`src/rtl/quant_writeback_ctrl.sv`:
```
// quant_writeback_ctrl: drains a tile of 4-lane accumulator beats, saturates each lane to BIT_WIDTH bits and writes packed words.
// Define QUANT_SHIFT_EN to add a per-tile logical right shift (shift_i, sampled on start) applied before saturation.
module quant_writeback_ctrl #(
  parameter int BIT_WIDTH  = 8,
  parameter int ROWS       = 4,
  parameter int ADDR_WIDTH = 8
) (
  input  logic                    clk,
  input  logic                    rst,
`ifdef QUANT_SHIFT_EN
  input  logic [4:0]              shift_i,
`endif
  input  logic                    start_i,
  input  logic [ADDR_WIDTH-1:0]   base_addr_i,
  input  logic                    acc_valid_i,
  output logic                    acc_ready_o,
  input  logic [12*BIT_WIDTH-1:0] acc_data_i,
  output logic                    wr_en_o,
  output logic [ADDR_WIDTH-1:0]   wr_addr_o,
  output logic [4*BIT_WIDTH-1:0]  wr_data_o,
  output logic                    busy_o,
  output logic                    done_o,
  output logic [7:0]              sat_count_o
);
  localparam int LW = 3*BIT_WIDTH;
  localparam int RW = ROWS > 1 ? $clog2(ROWS) : 1;
  localparam logic [LW-1:0] QMAX = LW'((1 << BIT_WIDTH) - 1);

  typedef enum logic [1:0] {IDLE, RUN, FLUSH, DONE} state_e;

  state_e                 state_q, state_d;
  logic [RW-1:0]          row_q;
  logic [ADDR_WIDTH-1:0]  addr_q, wr_addr_q;
  logic [4*BIT_WIDTH-1:0] wr_data_q, q_data;
  logic [7:0]             sat_q, sat_d;
  logic [8:0]             sat_sum;
  logic [3:0]             over;
  logic [4:0]             sh;
  logic                   wr_en_q, accept, xfer, last;

  assign accept = state_q == IDLE && start_i;
  assign xfer   = state_q == RUN && acc_valid_i;
  assign last   = row_q == RW'(ROWS - 1);

`ifdef QUANT_SHIFT_EN
  logic [4:0] shift_q;
  always_ff @(posedge clk or posedge rst)
    if (rst) shift_q <= '0;
    else if (accept) shift_q <= shift_i;
  assign sh = shift_q;
`else
  assign sh = '0;
`endif

  // a shift of LW or more already empties the lane, so no special case is needed
  for (genvar l = 0; l < 4; l++) begin : g_lane
    logic [LW-1:0] v;
    assign v = acc_data_i[l*LW +: LW] >> sh;
    assign q_data[l*BIT_WIDTH +: BIT_WIDTH] = v < QMAX ? v[BIT_WIDTH-1:0] : QMAX[BIT_WIDTH-1:0];
    assign over[l] = v > QMAX;
  end

  assign sat_sum = {1'b0, sat_q} + 9'($countones(over));
  assign sat_d   = sat_sum[8] ? 8'hFF : sat_sum[7:0];

  always_ff @(posedge clk or posedge rst)
    if (rst) state_q <= IDLE;
    else state_q <= state_d;

  always_comb
    state_d = accept ? RUN :
              (xfer && last) ? FLUSH :
              state_q == FLUSH ? DONE :
              state_q == DONE ? IDLE : state_q;

  always_comb begin
    acc_ready_o = state_q == RUN;
    busy_o      = state_q != IDLE;
    done_o      = state_q == DONE;
  end

  always_ff @(posedge clk or posedge rst)
    if (rst) begin
      row_q     <= '0;
      addr_q    <= '0;
      wr_addr_q <= '0;
      wr_data_q <= '0;
      wr_en_q   <= 1'b0;
      sat_q     <= '0;
    end else begin
      wr_en_q <= xfer;
      if (accept) begin
        row_q  <= '0;
        addr_q <= base_addr_i;
        sat_q  <= '0;
      end else if (xfer) begin
        row_q     <= row_q + 1'b1;
        addr_q    <= addr_q + 1'b1;
        wr_addr_q <= addr_q;
        wr_data_q <= q_data;
        sat_q     <= sat_d;
      end
    end

  assign wr_en_o     = wr_en_q;
  assign wr_addr_o   = wr_addr_q;
  assign wr_data_o   = wr_data_q;
  assign sat_count_o = sat_q;
endmodule

```
`config.mk`:
```
export PLATFORM = sky130hd
export DESIGN_NAME = quant_writeback_ctrl
export DESIGN_NICKNAME = d
export VERILOG_FILES = /design/src/rtl/quant_writeback_ctrl.sv
export SDC_FILE = /design/constraint.sdc
export NUM_CORES = 1
export LEC_CHECK = 0
export ABC_AREA = 1
export CORE_AREA = 2 2 98 100
export CTS_BUF_LIST = sky130_fd_sc_hd__clkbuf_4 sky130_fd_sc_hd__clkbuf_8
export CTS_CLUSTER_SIZE = 40
export DETAILED_ROUTE_END_ITERATION = 10
export DIE_AREA = 0 0 100 102
export GPL_TIMING_DRIVEN = 0
export HOLD_SLACK_MARGIN = 0.12
export PLACE_DENSITY = 0.83
export REMOVE_ABC_BUFFERS = 1
export SYNTH_ARGS = -nofsm -noshare
export SYNTH_HDL_FRONTEND = slang
export SYNTH_SLANG_ARGS = --single-unit
export TNS_END_PERCENT = 100
```
`constraint.sdc`:
```
create_clock -name clk -period 2.36 [get_ports clk]
set_input_delay 0.472 -clock clk [delete_from_list [all_inputs] [get_ports clk]]
set_output_delay 0.472 -clock clk [all_outputs]
set_load 0.02 [all_outputs]
```
---- Word level (Yosys, flattened, before mapping) ----
Index checks and enable logic that the tools add are counted.
word-level totals
  memories kept ........................... 0
  memory bits (read-only) ................. 0
  input bits .............................. 108
  latch bits .............................. 0
  register bits ........................... 61
  bits in writable memories ............... 0
  logic and storage cells ................. 49
cells by class
  equality and inequality tests ........... 4
  divide/modulo/power cells ............... 0
  shift operators ......................... 0
  add/subtract/negate cells ............... 6
  mux-type cells .......................... 15
  reductions and logical operators ........ 8
  order comparisons ....................... 8
  multiply operators ...................... 0
  bitwise operators ....................... 1
operator list
  cell                                                  count
  > comparator 24 x 8 -> 1 bit (second input constant)  4
  < comparator 24 x 8 -> 1 bit (second input constant)  4
  two-way mux 8 bit                                     9
  two-way mux 2 bit                                     6
  adder 8 x 3 -> 9 bit                                  1
  adder 8 x 1 -> 8 bit (second input constant)          1
  == test 2 bit (second input constant)                 3
  adder 1 x 1 -> 2 bit                                  2
  nonzero test 2 bit                                    2
  nonzero test 4 bit                                    1
  adder 2 x 2 -> 3 bit                                  1
  logical AND 1 bit                                     3
  adder 2 x 1 -> 2 bit (second input constant)          1
  == test 2 x 1 -> 1 bit (second input constant)        1
  logical NOT 2 bit                                     1
  AND reduction 2 bit                                   1
  NOT 1 bit                                             1

---- Longest topological paths before layout ----
Gate-level depths: netlist of run 1.
  depth after elaboration ................. 7
  mapped depth ............................ 17

---- Worst setup path before layout of run 1 ----
Ideal clock, no wire load.
  path type ............................... input to register
  start ................................... input port acc_data_i[14]
  end ..................................... register sat_q[4], in the netlist sat_count_o[4]
  setup slack ............................. -0.404 ns
  path buffers ............................ 0
  cell stages on the path ................. 14
  required time ........................... 2.236 ns
  data arrival time ....................... 2.640 ns
  cells stage by stage .................... nor2_1 > nand2_1 > nor2_1 > nand2_1 > inv_1 > fa_1 > inv_1 > fa_1 > fa_1 > inv_1 > nor2_1 > or2_2 > o211ai_1 > nand2_1
between the ends
  word-level cells in the longest chain between the ends .. 7
RTL lines
  item                                        line  RTL
  start, declared                             17    input logic [12*BIT_WIDTH-1:0] acc_data_i,
  > comparator 24 x 8 -> 1 bit                60    assign over[l] = v > QMAX;
  adder 1 x 1 -> 2 bit (not written as such)  63    assign sat_sum = {1'b0, sat_q} + 9'($countones(over));
  adder 2 x 2 -> 3 bit (not written as such)  63
  adder 8 x 3 -> 9 bit                        63
  two-way mux 8 bit                           64    assign sat_d = sat_sum[8] ? 8'hFF : sat_sum[7:0];
  two-way mux 8 bit                           96    end else if (xfer) begin
  two-way mux 8 bit                           92    if (accept) begin
  end signal, assigned                        101   sat_q <= sat_d;
  end, declared                               35    logic [7:0] sat_q, sat_d;
Every way passes these cells. The select of a mux whose other input is x is not followed.
A chain may end at the register's enable or synchronous reset.

---- Worst setup path in the final report of run 1 ----
  start ................................... input port acc_data_i[23]
  end ..................................... register sat_q[4], in the netlist sat_count_o[4]
The elaborated chain is that of the path after synthesis.

==> results of run 1 <==
==> registers in the layout, summed over array words and instances (netlist names) <==
name and count:
addr_q 8, sat_count_o 8, wr_addr_o 8, state_q 2, wr_en_o 1, wr_data_o 32, row_q 2
==> where the power goes <==
group	switching, mW	internal, mW	total (mW)	leakage, nW
sequential	0.182	1.24	1.42	0.646
combinational	0.800	0.653	1.45	1.71
clock	0.389	0.661	1.05	0.120
==> cells in the final DEF, fill, tap and decap left out, types with 2 or more instances in the layout <==
master	n
sky130_fd_sc_hd__clkbuf_8	11
sky130_fd_sc_hd__or2_1	25
sky130_fd_sc_hd__nand2_2	8
sky130_fd_sc_hd__inv_1	56
sky130_fd_sc_hd__inv_2	5
sky130_fd_sc_hd__nand4_1	3
sky130_fd_sc_hd__o22ai_1	2
sky130_fd_sc_hd__buf_2	17
sky130_fd_sc_hd__clkinv_2	2
sky130_fd_sc_hd__o21ai_0	16
sky130_fd_sc_hd__nor2_1	97
sky130_fd_sc_hd__nor2_4	3
sky130_fd_sc_hd__buf_6	16
sky130_fd_sc_hd__nor2_2	9
sky130_fd_sc_hd__dfrtp_1	61
sky130_fd_sc_hd__o21ai_2	2
sky130_fd_sc_hd__bufinv_16	2
sky130_fd_sc_hd__buf_4	8
sky130_fd_sc_hd__or2_2	39
sky130_fd_sc_hd__fa_2	2
sky130_fd_sc_hd__o211ai_1	5
sky130_fd_sc_hd__dlymetal6s2s_1	4
sky130_fd_sc_hd__a21oi_1	4
sky130_fd_sc_hd__clkdlybuf4s50_1	123
sky130_fd_sc_hd__ha_1	3
sky130_fd_sc_hd__nand2_1	91
sky130_fd_sc_hd__nand3_2	2
sky130_fd_sc_hd__nand3_1	18
sky130_fd_sc_hd__o21ai_1	9
==> per-layer routing <==
layer	vias up	GRT usage	wire, um
met4	0	0.0379	42
met5	-	0	0
met2	107	0.377	5300
li1	1802	-	-
met1	1661	0.203	3960
met3	4	0.0534	553
==> critical path, delay by kind of cell <==
| family | cells | cell delay [ns] |
|---|---|---|
| AOI/OAI and AO/OA | 1 | 0.10 |
| adders and majority gates | 3 | 1.24 |
| buffers and inverters | 4 | 0.26 |
| and+or+nand+nor | 7 | 0.59 |
==> final timing paths <==
path                            slack (ns)      startpoint             end  depth (start not counted)
worst min register to register        0.48    wr_addr_o[5]    wr_addr_o[5]                          2
worst max register to register       -0.01  sat_count_o[0]  sat_count_o[4]                         10
max in group asynchronous             1.16             rst  sat_count_o[6]                          3
worst max-delay path                 -0.11  acc_data_i[23]  sat_count_o[4]                         15
min in group asynchronous             0.60             rst   wr_data_o[22]                          2
worst min-delay path                  0.48    wr_addr_o[5]    wr_addr_o[5]                          2
==> area by class of cell <==
cell class / count / share of cell area
timing repair buffer: 169 / 0.296
sequential: 61 / 0.278
clock buffer: 12 / 0.0289
clock inverter: 4 / 0.0128
inverter: 62 / 0.0428
multi-input combinational: 344 / 0.316
tap: 111 / 0.0253
==> per-stage QoR <==
step	setup TNS, ns	setup slack (ns)
2_1_floorplan	-2.42	-0.404
3_3_place_gp	-61.06	-1.02
3_5_place_dp	-17.94	-1.11
4_1_cts	-0.144	-0.0724
5_1_grt	-0.890	-0.188
6_report	-0.189	-0.106
==> logic make-up (layout without fill, tap and decap cells) <==
| kind of cell | after synthesis | after routing | synth area share |
|---|---|---|---|
| flops | 61 | 61 | 0.437 |
| simple gates | 298 | 298 | 0.382 |
| compound gates | 40 | 40 | 0.0631 |
| fa+ha+maj | 6 | 6 | 0.0280 |
| buf+inv | 75 | 247 | 0.0896 |
==> repair_timing <==
item | 4_1_cts | 5_1_grt
pin swaps | 39 | 12
resized for setup | 135 | 17
setup buffers | 9 | 1
gates cloned | 0 | 0
endpoints found under the setup margin | 9 | 8
==> results.txt, run 1 <==
The number of antenna violations at the first check in global routing came out at 0. The filler cell count in the final layout is 855. The die area is 10,200 um^2.

Sorting the synthesized cells by how often they occur yields sky130_fd_sc_hd__nor2_1, sky130_fd_sc_hd__nand2_1, sky130_fd_sc_hd__dfrtp_1. The highest fanout seen on the critical path is 5. The proportion of layout cells with a drive suffix above 1 came out at 0.201. In this run the clock root is driven by a sky130_fd_sc_hd__clkbuf_8. The share of the clock period used by the worst path after layout came out at 1.04. In this run the core area contains 35 standard-cell rows. The via count of the first global-routing pass was 3,599. The post-detailed-route wirelength per cell came out at 12.9 um. In the synthesized netlist, the number of instances is 480. The placed cell area is 5160 um^2. Setup repair after global routing could not meet its margin everywhere.

The post-route non-filler standard cell count is 763. After the last flow step, the layout net total stands at 761. The smallest setup slack after layout is -0.106 ns. The kind of critical path is input pin to flip-flop.

The slowest cell on the critical path is sky130_fd_sc_hd__fa_1. The cell area after technology mapping came out at 3490 um^2. The number of pins with negative max-slew slack in the final report is 0. The peak ir drop on the vdd network is 0.551 mV.

For this design, the CTS-stage hold fixing added 0 buffers. Synthesis instantiated 24 different standard cells from the library. The first-iteration detailed-routing DRC count is 177. The first-pass GRT wire length is 15,700 um. The detailed-route vias per instance came out at 4.68. The post-DP HPWL is 7200 um. The register clock-pin slew on the reported worst setup and hold paths came out at 0.07 ns.

The number of buffers on the longest clock path is 2. The die boundary height came out at 102 um. The H-tree generated during clock tree synthesis spans 3 levels. TritonCTS built the clock tree.

The number of buffers added on ports came out at 159. The total of warnings raised by yosys came out at 0. The required time of the critical path is 2.57 ns.

The power per cell area came out at 714 nW/um^2. Among all flip-flop cells after synthesis, the most frequent one is sky130_fd_sc_hd__dfrtp_1. The total vias in the final route is 3,574. The worst setup path is captured at a flip-flop. The insertion delay to the later sink of the worst-skew pair is 0.32 ns.

In the final layout, the multi-input gates occupy 1740 um^2. The total wire length is 9860 um. The area of the core region came out at 9110 um^2.

Entering global routing, the biggest net connects 61 pins. The checks that failed: setup timing. In this run, CTS created clock tree buffers numbering 9.

The run finished, with violations left. The residual antenna-violating net count after detailed routing is 0. The share of the core filled with cells in the final layout came out at 0.603. The static leakage power came out at 2.47 nW. The synthesis-stage register bit count is 61. The number of placed instances, taps included, is 738.

The fraction of the yosys area taken by sequential cells is 0.437. The delay of the slowest cell on the worst path came out at 0.53 ns. After routing the design area is 5500 um^2.

At the end of routability-driven placement, the weighted congestion stood at 0.802. Setup violations remaining at the end of the flow were counted as 6. In the routed design, unresolved DRC markers number 0.

The number of max-cap violations is 0. At the pin with the least slew margin, the transition time is 0.699 ns. The clock drives 61 sinks. Static timing analysis puts the maximum clock frequency at 406 MHz. The signal arrival time at the worst endpoint came out at 2.67 ns. In this run the mean area of a mapped cell was 7.27 um^2. The overall overflow remaining after global route came out at 0.

The first detailed-routing pass took 5 iterations. The effective utilization at floorplan is 0.383. Yosys instantiated no cell more often than sky130_fd_sc_hd__nor2_1. The hold slack is 0.485 ns. The antenna diode count is 0.

The signal on the critical path passes through buf_6 > nor2_4 > nand2_2 > nor2_2 > nand2_2 > inv_2 > fa_1 > inv_1 > fa_2 > fa_2 > inv_2 > nor2_4 > or2_4 > o211ai_1 > nand2_1. The number of hold-slack violations in the final timing report is 0. The die is 100 um wide. The shortest clock period the worst path allows after layout came out at 2.47 ns. The area occupied by registers is 1530 um^2.

STA classifies the critical path startpoint as an input pin. Yosys mapped a number of flops with a built-in enable equal to 0. The area share of the largest cell type after synthesis came out at 0.437. In the post-synthesis netlist, the biggest area contributors are sky130_fd_sc_hd__dfrtp_1, sky130_fd_sc_hd__nor2_1, sky130_fd_sc_hd__nand2_1. Total power for the finished layout comes to 3.92 mW. The synthesis-to-layout area growth is 57.4%. The global-route usage over all layers came out at 0.191. The final setup skew is 0.00733 ns. The path class of the tightest hold or removal check is flip-flop to flip-flop. The proportion of register bits with asynchronous set or reset after synthesis is 1.00. The top-level port count came out at 160. The tightest slew margin relative to the limit came out at 0.533. Summed over all instances, the cell type with the most area after synthesis is sky130_fd_sc_hd__dfrtp_1.
(Power assumes the default switching activity.)
==> run 2, diff against run 1 <==
--- a/config.mk
+++ b/config.mk
@@ -6,11 +6,11 @@
 export NUM_CORES = 1
 export LEC_CHECK = 0
 export ABC_AREA = 1
-export CORE_AREA = 2 2 98 100
+export CORE_AREA = 4 4 100 102
 export CTS_BUF_LIST = sky130_fd_sc_hd__clkbuf_4 sky130_fd_sc_hd__clkbuf_8
 export CTS_CLUSTER_SIZE = 40
 export DETAILED_ROUTE_END_ITERATION = 10
-export DIE_AREA = 0 0 100 102
+export DIE_AREA = 0 0 104 106
 export GPL_TIMING_DRIVEN = 0
 export HOLD_SLACK_MARGIN = 0.12
 export PLACE_DENSITY = 0.83
==> results.txt, run 2 (same netlist as run 1, synthesis figures left out) <==
The flow ran to the end, but the final reports show violations. The checks that failed: setup timing. Headroom to the max-slew limit came out at 0.433.

Setup repair after global routing could not meet its margin everywhere. The most frequent standard cell in the layout excluding fill and tap cells is sky130_fd_sc_hd__clkdlybuf4s50_1. Clock tree synthesis found a total of 61 sinks.

The top-level port count came out at 160. At the worst endpoint, the required time is 2.57 ns. In the layout the commonest cells are sky130_fd_sc_hd__clkdlybuf4s50_1, sky130_fd_sc_hd__nor2_1, sky130_fd_sc_hd__nand2_1. The delay of the slowest cell on the worst path came out at 0.51 ns. The maximum number of pins on one net before global-route repair is 61. The first-iteration detailed-routing DRC count came out at 98. The die area is 11,000 um^2. The highest fanout seen on the critical path came out at 5.

The critical path is of the input pin to flip-flop type. The number of placement rows is 35. The first global-routing pass estimated 16,500 um of wire. The number of buffers and inverters on the critical path is 4. The last weighted congestion value of the routability-driven placer is 0.802. The total wire length is 10,100 um. At the worst endpoint, the arrival time is 2.62 ns. The number of detailed-route iterations in the first pass came out at 6. The detail route stage leaves a number of antenna-violating nets equal to 0. TritonCTS built the clock tree. The via count of the first global-routing pass came out at 3,529.

The final number of setup-violating endpoints is 2. The register clock-pin slew on the reported worst setup and hold paths is 0.07 ns. The post-DP HPWL is 7510 um. The initial utilization of the core area, before any placement, comes to 0.383. The synthesis-to-layout area growth is 57.3%. The placement-stage worst setup slack came out at -1.06 ns. After detailed routing, the number of remaining DRC violations is 0.

The number of buffers inserted for hold repair after clock tree synthesis is 0. The shortest clock period the worst path allows after layout came out at 2.41 ns. The slowest cell on the critical path is sky130_fd_sc_hd__fa_1. The CTS H-tree depth is 3. The number of buffers on the longest clock path came out at 2. The insertion delay to the later sink of the worst-skew pair came out at 0.33 ns. The number of nets at the end of the flow came out at 760. The total vias in the final route is 3,490. The share of the core filled with cells in the final layout came out at 0.603. The worst setup path is launched from an input pin.

The tightest min-delay check is of the flip-flop to flip-flop type. Dividing the detail-routed wire length by the instance count gives 13.3 um. The endpoint kind of the worst setup timing path is a flip-flop.

The number of antenna violations at the first check in global routing came out at 0. The cell depth of the worst flop-to-flop path is 10. The area of the core region came out at 9110 um^2. The number of hold-slack violations in the final timing report came out at 0.

The flip-flop count of the largest register, all copies and words added is 32. The cell family contributing the most delay on the critical path is adder cells. Walking the worst path, the cells encountered are buf_2 > nor2_1 > nand2_1 > nor2_2 > nand2_2 > inv_2 > fa_1 > inv_2 > fa_2 > fa_2 > inv_2 > nor2_4 > or2_4 > o211ai_1 > nand2_1.

The power per cell area is 687 nW/um^2. Clock tree synthesis inserted a total of 9 buffers. The number of buffers added on ports came out at 159.

Clock skew on the completed layout was measured at 0.00946 ns. For this run, the total global-route usage over all layers was measured as 0.182. Counting instances, the worst hold path has a depth of 2. The slew at the pin closest to its max-slew limit is 0.850 ns. Dividing the final minimum period by the clock period gives 1.02. Counting stages on the worst path, the most repeated cell is sky130_fd_sc_hd__inv_2. The die boundary height is 106 um. The number of max-cap violations came out at 0. In the final layout, the share of cells above drive strength 1 is 0.201. The antenna diode count is 0. Setup slack on the critical path of the routed design comes to -0.0498 ns. The overall overflow remaining after global route is 0.

The peak ir drop on the vdd network is 0.651 mV. The detailed-route vias per instance came out at 4.60. The die is 104 um wide. The critical path crosses 15 cells after its start point.

The static leakage power came out at 2.43 nW. The master cell of the clock root buffer is sky130_fd_sc_hd__clkbuf_8. Static timing analysis puts the maximum clock frequency at 415 MHz.

The number of pins with negative max-slew slack in the final report came out at 0.
## run 2: changes by cell type in the layout (fill, tap and decap cells not counted), sizes merged
cell	before	now
clkbuf	12	11
clkdlybuf4s50	123	127
buf	42	41
bufinv	2	1
clkinv	2	1
dlymetal6s2s	4	0
## run 2: what timing repair did
action                                  4_1_cts  5_1_grt
pin swaps                                    38       23
buffers inserted                              6        3
endpoints found under the setup margin        9        8
gates resized for setup                     133       27
## run 2: layout make-up
type / instances / area [um^2]
fill: 839 / 3620
multi-input combinational: 344 / 1740
timing repair buffer: 168 / 1670
sequential: 61 / 1530
inverter: 62 / 235
clock buffer: 11 / 151
tap: 111 / 139
clock inverter: 2 / 35.0
## run 2: metal layers
layer  part of all wire  routed length [um]  vias to the layer above  global-route usage
li1                   -                   -                     1788                   -
met1               0.41                4090                     1597               0.204
met2               0.53                5310                       97               0.339
met3              0.058                 585                        8              0.0583
met4             0.0081                  82                        0              0.0370
met5                  0                   0                        -                   0
## run 2: worst min-delay path, cell delays in order, from the launching register on
cell	delay, ns
sky130_fd_sc_hd__dfrtp_1	0.35
sky130_fd_sc_hd__nand2_1	0.05
sky130_fd_sc_hd__o21ai_0	0.06
## run 2: final timing paths
kind                                startpoint             end  slack [ns]
worst max-delay path            acc_data_i[10]  sat_count_o[4]       -0.05
max in group asynchronous                  rst  sat_count_o[1]        1.07
min in group asynchronous                  rst  sat_count_o[6]        0.66
worst min register to register    wr_addr_o[2]    wr_addr_o[2]        0.49
worst max register to register  sat_count_o[0]  sat_count_o[4]       -0.01
worst min-delay path              wr_addr_o[2]    wr_addr_o[2]        0.49
## run 2: stage by stage
step	std cells	total power [mW]	hold slack, ns	area (um^2)	TNS (ns)
3_3_place_gp	737	2.80	0.471	5140	-63.87
3_5_place_dp	738	2.86	0.475	5160	-17.30
6_report	759	3.77	0.489	5490	-0.0803
4_1_cts	756	3.79	0.493	5360	-0.0354
2_1_floorplan	467	2.19	0.468	3410	-2.42
5_1_grt	759	4.05	0.509	5490	-0.801
## run 2: report_power, final
part           switching [mW]  internal [mW]  leakage, nW
Sequential              0.179           1.24        0.646
Combinational           0.796          0.656         1.69
Clock                   0.375          0.526       0.0971
Total                    1.35           2.42         2.43
==> run 3, diff against run 2 <==
--- a/config.mk
+++ b/config.mk
@@ -6,14 +6,14 @@
 export NUM_CORES = 1
 export LEC_CHECK = 0
 export ABC_AREA = 1
-export CORE_AREA = 4 4 100 102
+export CORE_AREA = 2 2 91 93
 export CTS_BUF_LIST = sky130_fd_sc_hd__clkbuf_4 sky130_fd_sc_hd__clkbuf_8
 export CTS_CLUSTER_SIZE = 40
 export DETAILED_ROUTE_END_ITERATION = 10
-export DIE_AREA = 0 0 104 106
+export DIE_AREA = 0 0 93 95
 export GPL_TIMING_DRIVEN = 0
 export HOLD_SLACK_MARGIN = 0.12
-export PLACE_DENSITY = 0.83
+export PLACE_DENSITY = 0.9
 export REMOVE_ABC_BUFFERS = 1
 export SYNTH_ARGS = -nofsm -noshare
 export SYNTH_HDL_FRONTEND = slang
==> constraint.sdc (replaced) <==
create_clock -name clk -period 3 [get_ports clk]
set_input_delay 0.6 -clock clk [delete_from_list [all_inputs] [get_ports clk]]
set_output_delay 0.6 -clock clk [all_outputs]
set_load 0.02 [all_outputs]
==> results.txt, run 3 (same netlist as run 1, synthesis figures left out) <==
The number of antenna violations at the first check in global routing came out at 0. The power per cell area is 540 nW/um^2. The number of buffers on the longest clock path came out at 2.

Counting cells, the worst reg-to-reg path comes to 10. The met1 usage in global routing is 0.239. The register with the most flip-flops in the layout has 32 of them. In the global route stage, met2 resource usage came out at 0.400. The CTS H-tree depth came out at 3. The proportion of layout cells with a drive suffix above 1 came out at 0.128. The first-pass GRT wire length came out at 15,100 um.

The share of the clock period used by the worst path after layout came out at 0.878. The synthesis-to-layout area growth is 57.9%. Measured along the y axis, the die boundary spans 95 um. The delay of the slowest cell on the worst path came out at 0.50 ns. The maximum number of pins on one net before global-route repair came out at 61. The achievable clock frequency is 380 MHz. The flow ran to the end, and the final reports show no timing, DRC or antenna violations. The detailed-route vias per instance is 4.72. The die area came out at 8840 um^2.

The placed cell area came out at 5150 um^2. The number of pins with negative max-slew slack in the final report came to 0. The via count of the first global-routing pass came to 3,503.

The TritonCTS buffer count came out at 9. The overall overflow remaining after global route is 0. The first-iteration detailed-routing DRC count came out at 98. During placement, the flow inserted port buffers numbering 159. The hold slack came out at 0.485 ns. The most used cell along the critical path is sky130_fd_sc_hd__inv_2. The slowest cell on the critical path is sky130_fd_sc_hd__fa_1. Leaving out fill and tap cells, the most frequent cell in the layout is sky130_fd_sc_hd__clkdlybuf4s50_1.

The highest fanout seen on the critical path came out at 5. The total vias in the final route came out at 3,557. The number of antenna diodes in the final layout is 0. STA classifies the critical path startpoint as an input pin.

Once layout is done, the placed cells without fillers occupy 5510 um^2. Across the VDD grid, the largest voltage drop is 0.464 mV. Data on the critical path arrives at its endpoint at 2.84 ns. The final number of setup-violating endpoints is 0.

Across the routed clock network, the largest skew measured is 0.0119 ns. The post-detailed-route wirelength per cell is 12.6 um. The tree is rooted in a sky130_fd_sc_hd__clkbuf_8.

The effective utilization at floorplan is 0.440. Setup repair after global routing left no endpoint under its margin. In this run the count of I/O pins placed on the die edge is 160. STA puts the critical path data required time at 3.21 ns.

The capturing point of the worst reg2reg path is sat_count_o[4]. The first TritonRoute pass finished after 4 iterations. The number of max-cap violations is 0. The slew at the pin closest to its max-slew limit came out at 0.687 ns. In this run the horizontal extent of the chip is 93 um. The path class of the tightest hold or removal check is flip-flop to flip-flop. The CTS sink count is 61.

TritonCTS built the clock tree. The worst setup path is captured at a flip-flop. In this run the remaining antenna-violating nets after routing total 0. The shortest clock period the worst path allows after layout came out at 2.63 ns. Traced cell by cell, the critical path runs through dlymetal6s2s_1 > nor2_1 > nand2_1 > nor2_2 > nand2_2 > inv_2 > fa_1 > inv_2 > fa_2 > fa_2 > inv_2 > nor2_4 > or2_4 > o211ai_1 > nand2_1. In the layout the commonest cells are sky130_fd_sc_hd__clkdlybuf4s50_1, sky130_fd_sc_hd__nor2_1, sky130_fd_sc_hd__nand2_1. The critical path ends at sat_count_o[4]. The reg-to-reg critical path startpoint is sat_count_o[0]. The global-route usage over all layers came out at 0.212. The most critical setup path has its startpoint at acc_data_i[56]. The number of hold-slack violations in the final timing report was 0. For this run, the post-layout net count is 758. The HPWL after detailed placement is 7000 um. Summed over all cells, the static leakage comes to 2.64 nW. The met3 track demand over resource in global routing is 0.0439. After detailed routing, the number of remaining DRC violations is 0. The tightest slew margin relative to the limit came out at 0.541. The number of placement rows is 33. The last weighted congestion value of the routability-driven placer is 0.834. Summed over all layers, the routed wires come to 9520 um. met2 is the most crowded layer.

The share of the core filled with cells in the final layout is 0.695. The register clock-pin slew on the reported worst setup and hold paths is 0.08 ns. The area of the core region is 7930 um^2.

The register-to-register path setup slack came out at 0.57 ns. For the worst-skew pair, the clock arrives at the later sink with an insertion delay of 0.33 ns. By startpoint and endpoint, the worst setup path is classified as input pin to flip-flop.
==> run 3: timing repair <==
action                                 in CTS  in global routing
hold buffers                                0                  0
endpoints found under the hold margin       0                  0
pin swaps                                  12                 29
gates resized for setup                    13                 38
buffers inserted                            2                  4
setup endpoints to repair                   8                  8
==> run 3: worst min path at each step <==
stage | from | end | slack (ns) | cells after the start
2_1_floorplan | row_q[0] | row_q[0] | 0.47 | 1
3_3_place_gp | wr_addr_o[2] | wr_addr_o[2] | 0.47 | 2
3_5_place_dp | wr_addr_o[4] | wr_addr_o[4] | 0.47 | 2
4_1_cts | wr_addr_o[4] | wr_addr_o[4] | 0.49 | 2
5_1_grt | wr_addr_o[1] | wr_addr_o[1] | 0.54 | 2
6_report | wr_addr_o[4] | wr_addr_o[4] | 0.49 | 2
==> run 3: power breakdown <==
part	switching [mW]	total, mW	internal, mW
sequential	0.141	1.12	0.974
combinational	0.614	1.12	0.509
clock	0.351	0.737	0.386
total	1.11	2.98	1.87
==> run 3: layout make-up <==
class,instances,area (um^2)
Multi-Input combinational cell,344,1690
Clock buffer,9,124
Timing Repair Buffer,166,1740
Inverter,62,233
Fill cell,689,2410
Tap cell,105,131
Clock inverter,7,75.1
Sequential cell,61,1530
==> run 3: routing by layer <==
metal | routed length, um | vias to the layer above
met1 | 3780 | 1635
met4 | 135 | 0
met3 | 635 | 12
met5 | 0 | -
li1 | - | 1795
met2 | 4970 | 115
==> run 3: stage by stage <==
step                      setup WS, ns  setup TNS, ns  std cells  total power, mW
final                            0.367              0        754             2.98
after global routing             0.236              0        754             3.19
after CTS                       0.0115              0        750             3.00
after detailed placement        -0.590          -4.28        732             2.24
after global placement          -0.528         -16.70        731             2.19
after floorplan                  0.108              0        467             1.73
==> run 3: worst max-delay path: cells and delay by family <==
kind | cells | cell delay (ns)
buffers and inverters | 4 | 0.28
AND/OR/NAND/NOR | 7 | 0.63
adder cells (fa/ha/maj) | 3 | 1.26
AO/OA/AOI/OAI | 1 | 0.08
